`config.mk`:
```
export PLATFORM = sky130hd
export DESIGN_NAME = btn_conditioner
export DESIGN_NICKNAME = d
export VERILOG_FILES = /design/src/rtl/btn_conditioner.sv
export SDC_FILE = /design/constraint.sdc
export NUM_CORES = 1
export LEC_CHECK = 0
export ABC_AREA = 1
export CORE_MARGIN = 4
export CORE_UTILIZATION = 45
export CTS_BUF_LIST = sky130_fd_sc_hd__clkbuf_8 sky130_fd_sc_hd__clkbuf_16
export CTS_CLUSTER_SIZE = 14
export DETAILED_ROUTE_END_ITERATION = 16
export DONT_BUFFER_PORTS = 1
export HOLD_SLACK_MARGIN = 0.06
export PLACE_DENSITY_LB_ADDON = 0.3
export SYNTH_ARGS = -nofsm -noshare
export SYNTH_HDL_FRONTEND = slang
export SYNTH_SLANG_ARGS = --single-unit
```
`constraint.sdc`:
```
create_clock -name clk -period 2.83 [get_ports clk]
set_input_delay 0.849 -clock clk [delete_from_list [all_inputs] [get_ports clk]]
set_output_delay 0.849 -clock clk [all_outputs]
set_load 0.005 [all_outputs]
```
`src/rtl/btn_conditioner.sv`:
```
// Purpose : turns raw push-button pads into a debounced level plus 1-cycle press/release/long/repeat strobes.
// Latency : pad -> level/press_p/release_p = 2 + DEBOUNCE_CYCLES cycles; long_p LONG_CYCLES after press_p.
// Backpr. : none; strobes are fire-and-forget, so the consumer must sample them every cycle.
//
// Ports:
//   clk        100 MHz system clock
//   rst        asynchronous reset, active-low (0 = reset), release synchronous to clk
//   btn_raw    raw asynchronous pad levels, one bit per button
//   level      debounced pressed state (1 = pressed)
//   press_p    1-cycle strobe in the first cycle level reads 1
//   release_p  1-cycle strobe in the first cycle level reads 0
//   long_p     1-cycle strobe once the press has been held LONG_CYCLES cycles
//   repeat_p   1-cycle strobe every REPEAT_CYCLES cycles after long_p while held (0 disables)

module btn_conditioner #(
  parameter int N_BTN           = 2,
  parameter bit ACTIVE_LOW      = 1'b1,
  parameter int DEBOUNCE_CYCLES = 1000000,
  parameter int LONG_CYCLES     = 100000000,
  parameter int REPEAT_CYCLES   = 20000000
) (
  input  logic             clk,
  input  logic             rst,
  input  logic [N_BTN-1:0] btn_raw,
  output logic [N_BTN-1:0] level,
  output logic [N_BTN-1:0] press_p,
  output logic [N_BTN-1:0] release_p,
  output logic [N_BTN-1:0] long_p,
  output logic [N_BTN-1:0] repeat_p
);

  localparam int DCNT_W   = $clog2(DEBOUNCE_CYCLES + 1);
  localparam int HOLD_MAX = (LONG_CYCLES > REPEAT_CYCLES) ? LONG_CYCLES : REPEAT_CYCLES;
  localparam int HCNT_W   = $clog2(HOLD_MAX + 1);

  // Terminal counts: reaching these values on the current cycle means the
  // event fires on the next clock edge.
  localparam logic [DCNT_W-1:0] DCNT_LAST = DCNT_W'(DEBOUNCE_CYCLES - 1);
  localparam logic [HCNT_W-1:0] LONG_LAST = HCNT_W'(LONG_CYCLES - 1);
  localparam bit                REPEAT_EN = (REPEAT_CYCLES != 0);
  localparam logic [HCNT_W-1:0] REP_LAST  = REPEAT_EN ? HCNT_W'(REPEAT_CYCLES - 1) : '0;

  typedef enum logic [1:0] {
    ST_IDLE = 2'd0,
    ST_HOLD = 2'd1,
    ST_LONG = 2'd2
  } hold_state_t;

  // ---------------------------------------------------------------------------
  // Two-flop synchronizer on the raw pad level. Reset loads the idle pad level
  // so a released button reads "not pressed" straight out of reset.
  // ---------------------------------------------------------------------------
  logic [N_BTN-1:0] r_sync1;
  logic [N_BTN-1:0] r_sync2;
  logic [N_BTN-1:0] w_s;

  always_ff @(posedge clk or negedge rst) begin
    if (!rst) begin
      r_sync1 <= {N_BTN{ACTIVE_LOW}};
      r_sync2 <= {N_BTN{ACTIVE_LOW}};
    end else begin
      r_sync1 <= btn_raw;
      r_sync2 <= r_sync1;
    end
  end

  // Normalize so that 1 always means "pressed" from here on.
  assign w_s = ACTIVE_LOW ? ~r_sync2 : r_sync2;

  // ---------------------------------------------------------------------------
  // Per-channel debounce, edge strobes and hold/repeat FSM. Channels share
  // nothing but the clock and reset.
  // ---------------------------------------------------------------------------
  for (genvar g = 0; g < N_BTN; g++) begin : g_ch

    logic [DCNT_W-1:0] r_dcnt;
    logic              r_level;
    logic              r_press;
    logic              r_release;
    logic              w_accept;
    logic              w_press_acc;
    logic              w_rel_acc;

    // A new level is accepted on the edge where the mismatch has already been
    // seen DEBOUNCE_CYCLES-1 times and is still present.
    assign w_accept    = (w_s[g] != r_level) && (r_dcnt == DCNT_LAST);
    assign w_press_acc = w_accept &&  w_s[g];
    assign w_rel_acc   = w_accept && !w_s[g];

    always_ff @(posedge clk or negedge rst) begin
      if (!rst) begin
        r_dcnt    <= '0;
        r_level   <= 1'b0;
        r_press   <= 1'b0;
        r_release <= 1'b0;
      end else begin
        // Strobes are registered alongside level so they coincide with the
        // first cycle the new level is visible.
        r_press   <= w_press_acc;
        r_release <= w_rel_acc;
        if (w_s[g] == r_level) begin
          // Any glitch back to the accepted level restarts the count.
          r_dcnt <= '0;
        end else if (w_accept) begin
          r_level <= w_s[g];
          r_dcnt  <= '0;
        end else begin
          r_dcnt  <= r_dcnt + 1'b1;
        end
      end
    end

    // ------------------------- hold / repeat FSM ------------------------------
    hold_state_t       r_state;
    hold_state_t       w_state_nxt;
    logic [HCNT_W-1:0] r_hcnt;
    logic [HCNT_W-1:0] w_hcnt_nxt;
    logic              r_long;
    logic              r_repeat;
    logic              w_long_nxt;
    logic              w_repeat_nxt;

    always_ff @(posedge clk or negedge rst) begin
      if (!rst) begin
        r_state  <= ST_IDLE;
        r_hcnt   <= '0;
        r_long   <= 1'b0;
        r_repeat <= 1'b0;
      end else begin
        r_state  <= w_state_nxt;
        r_hcnt   <= w_hcnt_nxt;
        r_long   <= w_long_nxt;
        r_repeat <= w_repeat_nxt;
      end
    end

    always_comb begin
      w_state_nxt  = r_state;
      w_hcnt_nxt   = r_hcnt;
      w_long_nxt   = 1'b0;
      w_repeat_nxt = 1'b0;
      case (r_state)
        ST_IDLE: begin
          w_hcnt_nxt = '0;
          if (w_press_acc) begin
            w_state_nxt = ST_HOLD;
          end
        end

        ST_HOLD: begin
          // A release accepted on this edge takes priority over a long_p that
          // would fire on the same edge, so the two never coincide.
          if (w_rel_acc || !r_level) begin
            w_state_nxt = ST_IDLE;
            w_hcnt_nxt  = '0;
          end else if (r_hcnt == LONG_LAST) begin
            w_long_nxt  = 1'b1;
            w_hcnt_nxt  = '0;
            w_state_nxt = ST_LONG;
          end else begin
            w_hcnt_nxt  = r_hcnt + 1'b1;
          end
        end

        ST_LONG: begin
          if (w_rel_acc || !r_level) begin
            w_state_nxt = ST_IDLE;
            w_hcnt_nxt  = '0;
          end else if (!REPEAT_EN) begin
            w_hcnt_nxt  = '0;
          end else if (r_hcnt == REP_LAST) begin
            w_repeat_nxt = 1'b1;
            w_hcnt_nxt   = '0;
          end else begin
            w_hcnt_nxt   = r_hcnt + 1'b1;
          end
        end

        default: begin
          w_state_nxt = ST_IDLE;
          w_hcnt_nxt  = '0;
        end
      endcase
    end

    assign level[g]     = r_level;
    assign press_p[g]   = r_press;
    assign release_p[g] = r_release;
    assign long_p[g]    = r_long;
    assign repeat_p[g]  = r_repeat;

    // Structural invariants of the strobe outputs.
    a_press_release_excl : assert property (@(posedge clk) disable iff (!rst)
      !(r_press && r_release));
    a_release_wins : assert property (@(posedge clk) disable iff (!rst)
      r_release |-> !(r_long || r_repeat));
    a_press_has_level : assert property (@(posedge clk) disable iff (!rst)
      r_press |-> r_level);

  end : g_ch

endmodule

```
==> flow_summary.ini, run 1 <==
[yosys]
synth_area_leaders = dfrtp_1 43%, nor2_1 11%, nand2_1 10%, inv_1 5.8%, xor2_1 5.2%
ys_warn_count = 0
synthCells = 810
synth_cell_types = 38
syn_area_per_cell_um2 = 7.705
synth_top_cell_area_share_pct = 43.30
synth_edf_count = 0
ys_async_sr_fraction_pct = 100.0
synth_seq_area_share_pct = 44.99
synth_area_um2 = 6241
synthFlopType = dfrtp_1
synth_nets = 824
ys_seq_elements = 112
synth_top_area_cell = dfrtp_1

[floorplanning]
die_area_um2 = 15820
start_util_pct = 46.57
die_x_um = 125.8
num_rows = 42
core_um2 = 13400
die_y_um = 125.8
ioPinCount = 14

[drt]
via_count = 4964
dr.pass1.iters = 6
drc = 0
viasPerCell = 5.029
wire_per_inst_um = 12.44
initialDrtViolationCount = 378
finalWirelength_mm = 12.28
drtAntennaViolNets = 0

[timing]
rsz0062_at_grt = no
setup_ws_ns = 0.8023
min_period_ns = 2.028
max_freq_mhz = 493.2
tightest_slew_ns = 0.3772
tns_ns = 0
hold_viol_final = 0
setup_violations = 0
drv_slew = 0
fin_crit_sh_pct = 71.65
fin_skew_ns = 0.01332
relSlewSlack_pct = 74.62

[clock_network]
cts_buffer_depth = 2
cts-root-buf = clkbuf_16
clkSinkCount = 112
h-tree-depth = 3
tritoncts = yes
clk_pin_slew_worst_paths_ns = 0.08
hold_buffers = 0
cts_buffers = 9
cts_resized = 0
postCtsSetupBuffers = 0
clk_latency_ns = 0.36

[place]
hpwl_mm = 9.002
port_buffers = 0
dpl_worst_slack_ns = 0.7875
postPlaceCellArea_um2 = 6336
routabilityCongestion = 0.9023

[layout]
syn2layout_area_growth_pct = 7.157
multi_input_area_um2 = 2937
seqCellArea_um2 = 2808
nFillCells = 1295
num_antenna_cells = 0
drive_gt1_share_pct = 6.289
stdcell_area_um2 = 6688
final_nets = 820

[worst_setup_path]
path_class = register to register
worstPathCellList = ha_1, nand3_1, inv_1, nand2_1, nor2_1, nand3_1, nand4_1, nand2_2, nand2_4, nor2_1
end_kind = register
required_ns = 3.07
reg2reg_from = g_ch[1].r_hcnt[0]
crit_fanout = 27
max_stage_delay_ns = 0.44
worstReg2RegEnd = g_ch[1].r_hcnt[24]
worst_path_max_delay_cell = dfrtp_1
startpoint_type = register
r2r_setup_slack_ns = 0.80
r2r_cells = 10
arrival_ns = 2.26

[power]
p_leak_nw = 2.918
total_power_mw = 3.095
ir_worst_vdd_v = 0.0002911
cellPowerDensity_nw_per_um2 = 462.8

[grt]
track_usage_pct = 16.32
grt_first_pass_wirelength_mm = 21.64
grt_max_degree = 113
grt_pass1_vias = 4596
antenna_found_initial = 0
gr-total-overflow = 0

[flow_run]
maxCapViolations = 0

[worst_hold_path]
hp-class = input port to async pin

[outcome]
status = finished clean
[how the worst max path moves through the flow]
stage / from / end / slack [ns] / cells past startpoint
3_3_place_gp: g_ch[1].r_hcnt[0] / g_ch[1].r_hcnt[20] / 0.85 / 10
4_1_cts: g_ch[1].r_hcnt[0] / g_ch[1].r_hcnt[24] / 0.78 / 10
6_report: g_ch[1].r_hcnt[0] / g_ch[1].r_hcnt[24] / 0.80 / 10
5_1_grt: g_ch[1].r_hcnt[0] / g_ch[1].r_hcnt[24] / 0.60 / 10
3_5_place_dp: g_ch[1].r_hcnt[0] / g_ch[1].r_hcnt[14] / 0.79 / 10
2_1_floorplan: g_ch[0].r_hcnt[0] / g_ch[0].r_hcnt[2] / 1.18 / 11
[state kept, by name, summed over array words and instances, names as in the netlist]
name and count:
g_ch.r_level 2, g_ch.r_long 2, g_ch.r_hcnt 54, g_ch.r_press 2, g_ch.r_dcnt 40, r_sync2 2, g_ch.r_state 4, r_sync1 2
g_ch.r_repeat 2, g_ch.r_release 2
[synth_stat cells (2+ instances only)]
master and n:
buf_6 4, xor2_1 37, a311oi_1 2, inv_1 96, nor3_1 27, o21ai_0 12, buf_4 10, inv_2 3
nor2_4 3, o22ai_1 2, nor2_2 6, nand3_2 3, ha_1 10, a21oi_1 15, nand4_1 28, nor4_1 4
nand2_2 8, nor3b_1 3, xnor2_1 12, dfstp_2 4, nand2_1 168, nor2_1 175, nand2_4 3, nand3_1 51
a31oi_1 4, dfrtp_1 108
[routing by layer]
metal | track usage [%] | wire, µm | up-vias | part of all wire [%]
li1 | - | - | 2560 | -
met1 | 24.05 | 6338 | 2311 | 52
met2 | 24.35 | 5353 | 82 | 44
met3 | 4.064 | 471 | 11 | 3.8
met4 | 3.849 | 119 | 0 | 0.97
met5 | 0 | 0 | - | 0
[cell type report]
type / instances / area share, %
clock inverter: 7 / 1.890
inverter: 99 / 5.557
sequential: 112 / 41.98
clock buffer: 9 / 3.368
multi-input combinational: 584 / 43.91
tap: 176 / 3.293
[layout by cell type (no fill, tap or decap), types with 2 or more instances in the layout]
cell / Yosys / layout
inv_2: 3 / 3
a21oi_1: 15 / 15
dfstp_2: 4 / 4
nor4_1: 4 / 4
ha_1: 10 / 10
clkbuf_16: 0 / 9
nand3_2: 3 / 3
nand2_4: 3 / 3
nor2_4: 3 / 3
clkinv_8: 0 / 3
nor3b_1: 3 / 3
nand2_2: 8 / 8
nand4_1: 28 / 28
a311oi_1: 2 / 2
dfrtp_1: 108 / 108
inv_1: 96 / 96
o22ai_1: 2 / 2
xor2_1: 37 / 37
nor2_2: 6 / 6
nand2_1: 168 / 168
o21ai_0: 12 / 12
bufinv_16: 0 / 2
nand3_1: 51 / 51
nor3_1: 27 / 27
xnor2_1: 12 / 12
nor2_1: 175 / 175
a31oi_1: 4 / 4
[where the power goes]
group	switching, mW	internal (mW)	total [mW]
registers	0.00650	1.61	1.62
clock network	0.643	0.804	1.45
logic	0.0209	0.0100	0.0310
[cell families after synthesis]
kind of cell / count (synthesis) / share of synthesized area, %
flip-flops: 112 / 44.99
XOR/XNOR: 49 / 6.876
buffers and inverters: 114 / 7.959
adder cells (fa/ha/maj): 10 / 2.005
AO/OA/AOI/OAI: 39 / 3.528
AND/OR/NAND/NOR: 486 / 34.64
[worst max-delay path: cells and delay by family (launching register included)]
family                     cells  cell delay, ns
DFF                            1            0.44
adders and majority gates      1            0.21
buffers and inverters          1            0.13
and+or+nand+nor                8            1.10
[metrics by stage]
step / utilization [%] / hold WS, ns / std cells
after CTS: 49.91 / 0.1611 / 987
after global placement: 47.28 / 0.3486 / 971
after global routing: 49.91 / 0.1523 / 987
after detailed placement: 47.28 / 0.3469 / 971
after floorplan: - / 0.3452 / 810
final: 49.91 / 0.1753 / 987
Power figures use the tool's default switching activity.
==> run 2: changes to the inputs <==
==> constraint.sdc (replaced) <==
create_clock -name clk -period 1.97 [get_ports clk]
set_input_delay 0.591 -clock clk [delete_from_list [all_inputs] [get_ports clk]]
set_output_delay 0.591 -clock clk [all_outputs]
set_load 0.005 [all_outputs]
==> flow_summary.ini, run 2 (synthesis gave the netlist of run 1 again) <==
[drt]
drc = 0
wire_per_inst_um = 12.40
initialDrtViolationCount = 369
via_count = 4924
met3_length_um = 363
route.met2.wl_mm = 5.431
highest_layer = met4
drtAntennaViolNets = 0
wl_met1_mm = 6.359
finalWirelength_mm = 12.34
viasPerCell = 4.949
dr.pass1.iters = 5

[layout]
top_register = g_ch.r_hcnt
layout_common_cells = 173 x nor2_1, 168 x nand2_1, 108 x dfrtp_1, 98 x inv_1, 51 x nand3_1
reg_top3 = g_ch.r_hcnt: 54 flops, g_ch.r_dcnt: 40 flops, g_ch.r_state: 4 flops
seqCellArea_um2 = 2808
final_core_util_pct = 50.01
multi_input_area_um2 = 2962
drive_gt1_share_pct = 7.326
stdcell_count = 995
nFillCells = 1313
num_antenna_cells = 0
syn2layout_area_growth_pct = 7.378
stdcell_area_um2 = 6701
largest_register_ff_count = 54
final_nets = 828
layout_commonest_cell = nor2_1

[power]
cellPowerDensity_nw_per_um2 = 618.1
ir_worst_vdd_v = 0.0003996
total_power_mw = 4.142
p_leak_nw = 2.900

[place]
port_buffers = 0
placed_cells = 979
postPlaceCellArea_um2 = 6396
hpwl_mm = 8.994
routabilityCongestion = 0.8998

[worst_setup_path]
crit_fanout = 27
worstPathCellList = ha_2, inv_1, nor2_4, nand2_2, nor2_1, nand4_1, nand2_1, nand2_2, nand2_8, nor2_1
required_ns = 2.21
end_kind = register
path_class = register to register
worst_path_max_delay_cell = dfrtp_1
startpoint_type = register
r2r_setup_slack_ns = 0.19
arrival_ns = 2.02
max_stage_delay_ns = 0.40
worstReg2RegEnd = g_ch[0].r_hcnt[7]
reg2reg_from = g_ch[0].r_hcnt[0]
r2r_cells = 10

[clock_network]
cts_buffers = 9
h-tree-depth = 3
postCtsSetupBuffers = 0
tritoncts = yes
cts-root-buf = clkbuf_16
clk_latency_ns = 0.36
cts_buffer_depth = 2
clkSinkCount = 112
clk_pin_slew_worst_paths_ns = 0.08

[timing]
hold_viol_final = 108
drv_slew = 0
rsz0062_at_grt = no
setup_violations = 0
max_freq_mhz = 560.6
holdWs_ns = -0.07722
fin_crit_sh_pct = 90.54
tns_ns = 0
tightest_slew_ns = 0.3773
relSlewSlack_pct = 74.61
fin_skew_ns = 0.01304
min_period_ns = 1.784

[grt]
grt_pass1_vias = 4637
antenna_found_initial = 0
grt_first_pass_wirelength_mm = 21.56
grt_max_degree = 113
gr-total-overflow = 0
track_usage_pct = 16.25

[outcome]
violations = hold timing
status = complete, but fails checks

[floorplanning]
core_um2 = 13400
die_x_um = 125.8
num_rows = 42
ioPinCount = 14
die_y_um = 125.8
start_util_pct = 46.57
die_area_um2 = 15820

[worst_hold_path]
hp-class = input port to async pin

[flow_run]
maxCapViolations = 0
## run 2: layout make-up
class | count | share of cell area, %
sequential | 112 | 41.90
multi-input combinational | 584 | 44.19
tap | 176 | 3.286
timing repair buffer | 8 | 0.8962
clock buffer | 10 | 3.566
clock inverter | 6 | 0.6161
inverter | 99 | 5.545
## run 2: worst max path at each step
stage	startpoint	end	depth (start not counted)
floorplan	g_ch[0].r_hcnt[0]	g_ch[0].r_hcnt[4]	11
global placement	g_ch[0].r_hcnt[0]	g_ch[0].r_hcnt[0]	10
detailed placement	g_ch[0].r_hcnt[0]	g_ch[0].r_hcnt[17]	10
CTS	g_ch[0].r_hcnt[0]	g_ch[0].r_hcnt[2]	10
global route	g_ch[1].r_hcnt[1]	g_ch[1].r_hcnt[26]	10
finish	g_ch[0].r_hcnt[0]	g_ch[0].r_hcnt[7]	10
## run 2: report_power, final
part	switching, mW	total [mW]	leakage (nW)	internal, mW
combinational	0.0311	0.0494	1.21	0.0183
clock	0.868	1.77	0.148	0.901
sequential	0.00939	2.32	1.55	2.31
total	0.909	4.14	2.90	3.23
## run 2: critical path: cells and delay by family, from the launching register on
family / cells / cell delay (ns)
simple gates: 8 / 0.95
flops: 1 / 0.40
fa+ha+maj: 1 / 0.21
buf+inv: 1 / 0.10
## run 2: per-stage QoR
stage | hold slack (ns) | setup slack, ns
after global placement | 0.2982 | 0.1647
after CTS | -0.09276 | 0.08463
after floorplan | 0.2954 | 0.3188
after global routing | -0.1004 | 0.002904
after detailed placement | 0.2988 | 0.1042
final | -0.07722 | 0.1863
## run 2: what timing repair did
item                                   in CTS  in global routing
setup endpoints to repair                   0                 46
gates resized for setup                     0                  5
endpoints found under the hold margin     108                109
## run 2: metal layers
layer / vias up / global-route usage [%]
li1: 2576 / -
met1: 2254 / 23.19
met2: 79 / 24.98
met3: 15 / 3.599
met4: 0 / 4.858
met5: - / 0
==> run 3: changes to the inputs <==
--- a/config.mk
+++ b/config.mk
@@ -7,8 +7,8 @@
 export LEC_CHECK = 0
 export ABC_AREA = 1
 export CORE_MARGIN = 4
-export CORE_UTILIZATION = 45
-export CTS_BUF_LIST = sky130_fd_sc_hd__clkbuf_8 sky130_fd_sc_hd__clkbuf_16
+export CORE_UTILIZATION = 60
+export CTS_BUF_LIST = sky130_fd_sc_hd__clkbuf_16
 export CTS_CLUSTER_SIZE = 14
 export DETAILED_ROUTE_END_ITERATION = 16
 export DONT_BUFFER_PORTS = 1
==> flow_summary.ini, run 3 (synthesis gave the netlist of run 1 again) <==
[layout]
reg_top3 = g_ch.r_hcnt: 54 flops, g_ch.r_dcnt: 40 flops, g_ch.r_state: 4 flops
drive_gt1_share_pct = 7.222
largest_register_ff_count = 54
layout_common_cells = 174 x nor2_1, 168 x nand2_1, 108 x dfrtp_1, 96 x inv_1, 51 x nand3_1
nFillCells = 778
num_antenna_cells = 0
layout_commonest_cell = nor2_1
top_register = g_ch.r_hcnt
final_nets = 826
syn2layout_area_growth_pct = 6.897
stdcell_count = 950

[timing]
min_period_ns = 1.838
setup_ws_ns = 0.1321
fin_crit_sh_pct = 93.29
relSlewSlack_pct = 69.61
setup_violations = 0
fin_skew_ns = 0.009437
tns_ns = 0
holdWs_ns = -0.08517
tightest_slew_ns = 0.4558
drv_slew = 0
hold_viol_final = 108
max_freq_mhz = 544.1

[clock_network]
cts_buffers = 9
cts_buffer_depth = 2
cts-root-buf = clkbuf_16
h-tree-depth = 3
tritoncts = yes
clk_latency_ns = 0.36
postCtsSetupBuffers = 0
clkSinkCount = 112
clk_pin_slew_worst_paths_ns = 0.08

[outcome]
violations = hold timing
status = complete, but fails checks

[drt]
finalWirelength_mm = 13.28
dr.pass1.iters = 6
viasPerCell = 5.500
wire_per_inst_um = 13.98
drc = 0
via_count = 5225
initialDrtViolationCount = 528
drtAntennaViolNets = 0

[power]
cellPowerDensity_nw_per_um2 = 627.4
total_power_mw = 4.186
ir_worst_vdd_v = 0.0006611
p_leak_nw = 2.910

[place]
port_buffers = 0
placed_cells = 931
dpl_worst_slack_ns = 0.04783
routabilityCongestion = 0.9403
hpwl_mm = 9.220

[floorplanning]
die_x_um = 110.0
core_um2 = 9955
die_area_um2 = 12100
die_y_um = 110.0
num_rows = 36
ioPinCount = 14
start_util_pct = 62.69

[flow_run]
maxCapViolations = 0

[worst_setup_path]
required_ns = 2.26
path_class = register to register
arrival_ns = 2.13
reg2reg_from = g_ch[0].r_hcnt[0]
startpoint_type = register
crit_fanout = 7
crit_start = g_ch[0].r_hcnt[0]
end_kind = register

[grt]
grt_max_degree = 113
grt_pass1_vias = 5049
antenna_found_initial = 0
track_usage_pct = 22.98
gr-total-overflow = 0
grt_first_pass_wirelength_mm = 22.16

[worst_hold_path]
hp-class = input port to async pin
## run 3: changes by cell type in the layout (fill, tap and decap cells not counted), moves of 2 or more
cell     previous run  this run
buf_4               8         3
inv_1              98        96
inv_6               2         4
nand2_2             8         6
nand2_4             1         5
## run 3: path summary, 6_finish.rpt
path,end,slack (ns),cells past startpoint
max,g_ch[0].r_hcnt[26],0.13,10
min,g_ch[1].r_hcnt[7],-0.09,0
max reg2reg,g_ch[0].r_hcnt[26],0.13,10
min reg2reg,r_sync2[1],0.37,0
max in group asynchronous,r_sync2[0],1.81,0
min in group clk,r_sync1[0],0.21,0
## run 3: metrics by stage
stage                     cell area, µm²  util [%]
after global routing                6671     67.02
final                               6671     67.02
after floorplan                     6241         -
after detailed placement            6305     63.34
after CTS                           6596     66.26
after global placement              6305     63.34
## run 3: where the power goes
group	switching, mW	internal (mW)
Sequential	0.00940	2.31
Clock	0.916	0.898
Combinational	0.0322	0.0161
## run 3: critical path, cell delays in order (launching register included)
cell and delay [ns]:
dfrtp_1 0.41, ha_2 0.22, inv_1 0.15, nor2_4 0.07, nand2_2 0.11, nor2_1 0.06, nand2_1 0.06, nand4_1 0.20
nand2_4 0.24, nand2_4 0.12, nor2_1 0.14
## run 3: repair_timing
action,4_1_cts,5_1_grt
hold endpoints to repair,108,111
resized for setup,0,7
setup endpoints to repair,0,55
## run 3: per-layer routing
| metal | vias up | track usage (%) | share of wire (%) |
|---|---|---|---|
| li1 | 2570 | - | - |
| met1 | 2469 | 29.68 | 45 |
| met3 | 32 | 5.649 | 5.0 |
| met2 | 154 | 38.17 | 49 |
| met5 | - | 0 | 0 |
| met4 | 0 | 7.213 | 1.7 |
## run 3: area by class of cell
| cell class | instances | area (µm²) | share of cell area, % |
|---|---|---|---|
| clock buffer | 9 | 225.2 | 3.376 |
| sequential | 112 | 2808 | 42.09 |
| tap | 133 | 166.4 | 2.494 |
| clock inverter | 7 | 66.31 | 0.9940 |
| multi-input combinational | 587 | 3012 | 45.14 |
| timing repair buffer | 3 | 22.52 | 0.3376 |
| inverter | 99 | 371.6 | 5.570 |
==> RTL edit (flow settings as in run 2) <==
Register the output `press_p` once more, with the module's reset; this adds one clock of latency there. The other outputs are not delayed to match. Comments in the files are not updated.
--- a/src/rtl/btn_conditioner.sv
+++ b/src/rtl/btn_conditioner.sv
@@ -45,6 +45,8 @@
     ST_HOLD = 2'd1,
     ST_LONG = 2'd2
   } hold_state_t;
+
+  logic [N_BTN-1:0] press_p_d;
 
   // ---------------------------------------------------------------------------
   // Two-flop synchronizer on the raw pad level. Reset loads the idle pad level
@@ -184,7 +186,7 @@
     end
 
     assign level[g]     = r_level;
-    assign press_p[g]   = r_press;
+    assign press_p_d[g]   = r_press;
     assign release_p[g] = r_release;
     assign long_p[g]    = r_long;
     assign repeat_p[g]  = r_repeat;
@@ -199,5 +201,13 @@
 
   end : g_ch
 
+  always_ff @(posedge clk or negedge rst) begin
+    if (!rst) begin
+      press_p <= '0;
+    end else begin
+      press_p <= press_p_d;
+    end
+  end
+
 endmodule
 
Formal check against the unedited RTL: no difference found for any inputs over 10 cycles, from zero or initial values and one cycle with rst low; that may be too few to reach the edited logic, so the function may still have changed.
==> RTL edit against run 2 <==
Cell count increased by 1.7%. Sequential cell count increased by 2. Setup slack got worse by 8.1 ps. Total power increased by 30%. Wire length increased by 3.8%. Area after synthesis increased by 0.56%. Synthesized cell count unchanged. Largest cell class unchanged. Final area increased by 5.2%. The run still ends with hold timing left. Count of clock-buffer cells in the layout increased by 10.
==> RTL edit: results (changes against run 2) <==
Route
  • Iteration-0 DRC Markers: 509 (+38%)
  • Vias: 5141 (+4.4%)
  • Routed vias/inst: 5.08 (+2.7%)
  • Routed wire length: 12.8 mm (+3.8%)

Power and ir drop
  • Lkg Pwr: 3.07 nW (+5.8%)
  • VDD IR-drop max: 0.697 mV (+75%)

Synth
  • Area contributors post-synth: dfrtp_1 44%, nor2_1 10%, nand2_1 10%, inv_1 5.7%, xor2_1 5.2%
  • #FFs+latches synth: 114 (+1.8%)
  • Sequential share of the synthesized area: 0.455 (+0.00546)
  • Top cells by count, synth: 175 x nor2_1, 168 x nand2_1, 110 x dfrtp_1
  • Synth Area in XOR/XNOR: 0.0684 (-0.000384)

Outcome
  • Failing checks: hold timing
  • Status: finished, violations left

STA
  • Hold Vio Cnt, Final: 110 (+1.9%)
  • Worst Tran Pin Value: 391 ps (+13.5 ps)
  • Worst hold slack: -134 ps (-56.9 ps)

Placement
  • Inst Count DP: 980 (+0.10%)
  • Global placement routability congestion: 0.871 (-3.2%)
  • Area after DPL: 6440 sq um (+0.67%)
  • Place WS: 118 ps (+13.8 ps)
  • Post-DP HPWL: 9.02 mm (+0.26%)

Layout
  • Layout cell share with drive strength beyond 1: 0.0909 (+0.0176)
  • Nets: 837 (+1.1%)
  • Fill cells: 1273 (-3.0%)

Global route
  • First-pass GRT wire length: 22.3 mm (+3.4%)
  • Number of global-route vias before repair: 4919 (+6.1%)
  • Total Routing Usage GR: 0.170 (+0.00716)
  • Initial antenna violation count: 1 (+1)

Critical path
  • CP endpoint: g_ch[0].r_hcnt[12]
  • Arr. time, crit path: 2090 ps (+70 ps)

Clock network
  • CTS H-Tree Depth: 4 (+1)
  • Total CTS buffers: 17 (+8)
RTL edit: changes by cell type after synthesis, sizes merged:
cell	change
buf	-2
dfrtp	+2
RTL edit: worst max-delay path, cell delays in order (launching register included):
cell and delay [ps]:
dfrtp_1 390, ha_1 220, inv_1 110, nor2_4 150
nand2_2 110, nor2_1 130, nand4_1 120, nand2_1 100
nand2_2 90, nand2_8 180, nor2_1 70
RTL edit: cells by family (layout without fill, tap and decap cells):
kind of cell	Yosys count	after routing
AND/OR/NAND/NOR	486	486
flip-flops	114	114
buffers and inverters	112	138
XOR/XNOR	49	49
AO/OA/AOI/OAI	39	39
adder cells (fa/ha/maj)	10	10
RTL edit: final cells by class:
type                            instances  area [sq um]  area share
Inverter                               99           372      0.0527
Timing Repair Buffer                    7          52.6     0.00745
Tap cell                              176           220      0.0312
Clock inverter                         12           115      0.0163
Multi-Input combinational cell        584          2970       0.421
Sequential cell                       114          2860       0.405
Clock buffer                           20           467      0.0662
RTL edit: how the worst min path moves through the flow:
stage	cells after the start	slack, ps	endpoint	start
global placement	0	300	g_ch[1].r_hcnt[7]	rst
finish	0	-130	g_ch[1].r_hcnt[7]	rst
global route	0	-150	g_ch[1].r_hcnt[25]	rst
detailed placement	0	300	g_ch[1].r_hcnt[8]	rst
floorplan	0	300	g_ch[0].r_dcnt[0]	rst
CTS	0	-150	g_ch[1].r_hcnt[4]	rst
RTL edit: stage by stage:
step | utilization | TNS [ps]
after global placement | 0.479 | 0
after CTS | 0.522 | 0
after floorplan | - | 0
after detailed placement | 0.479 | 0
after global routing | 0.524 | -24.4
final | 0.524 | 0
RTL edit: routing by layer:
layer | track usage | vias up | part of all wire
li1 | - | 2597 | -
met1 | 0.222 | 2416 | 0.48
met2 | 0.270 | 95 | 0.46
met3 | 0.0436 | 31 | 0.034
met4 | 0.0675 | 2 | 0.021
met5 | 0 | - | 0.0010
RTL edit: report_power, final:
group	leakage, nW	internal [mW]	switching, mW
Sequential	1.57	2.36	0.00936
Clock	0.290	1.93	1.05
Combinational	1.20	0.0184	0.0312
Total	3.07	4.31	1.09
RTL edit: timing repair:
| action | 4_1_cts | 5_1_grt |
|---|---|---|
| endpoints found under the setup margin | 0 | 56 |
| gates resized for setup | 0 | 7 |
| buffers inserted | 0 | 0 |
| hold endpoints to repair | 114 | 114 |
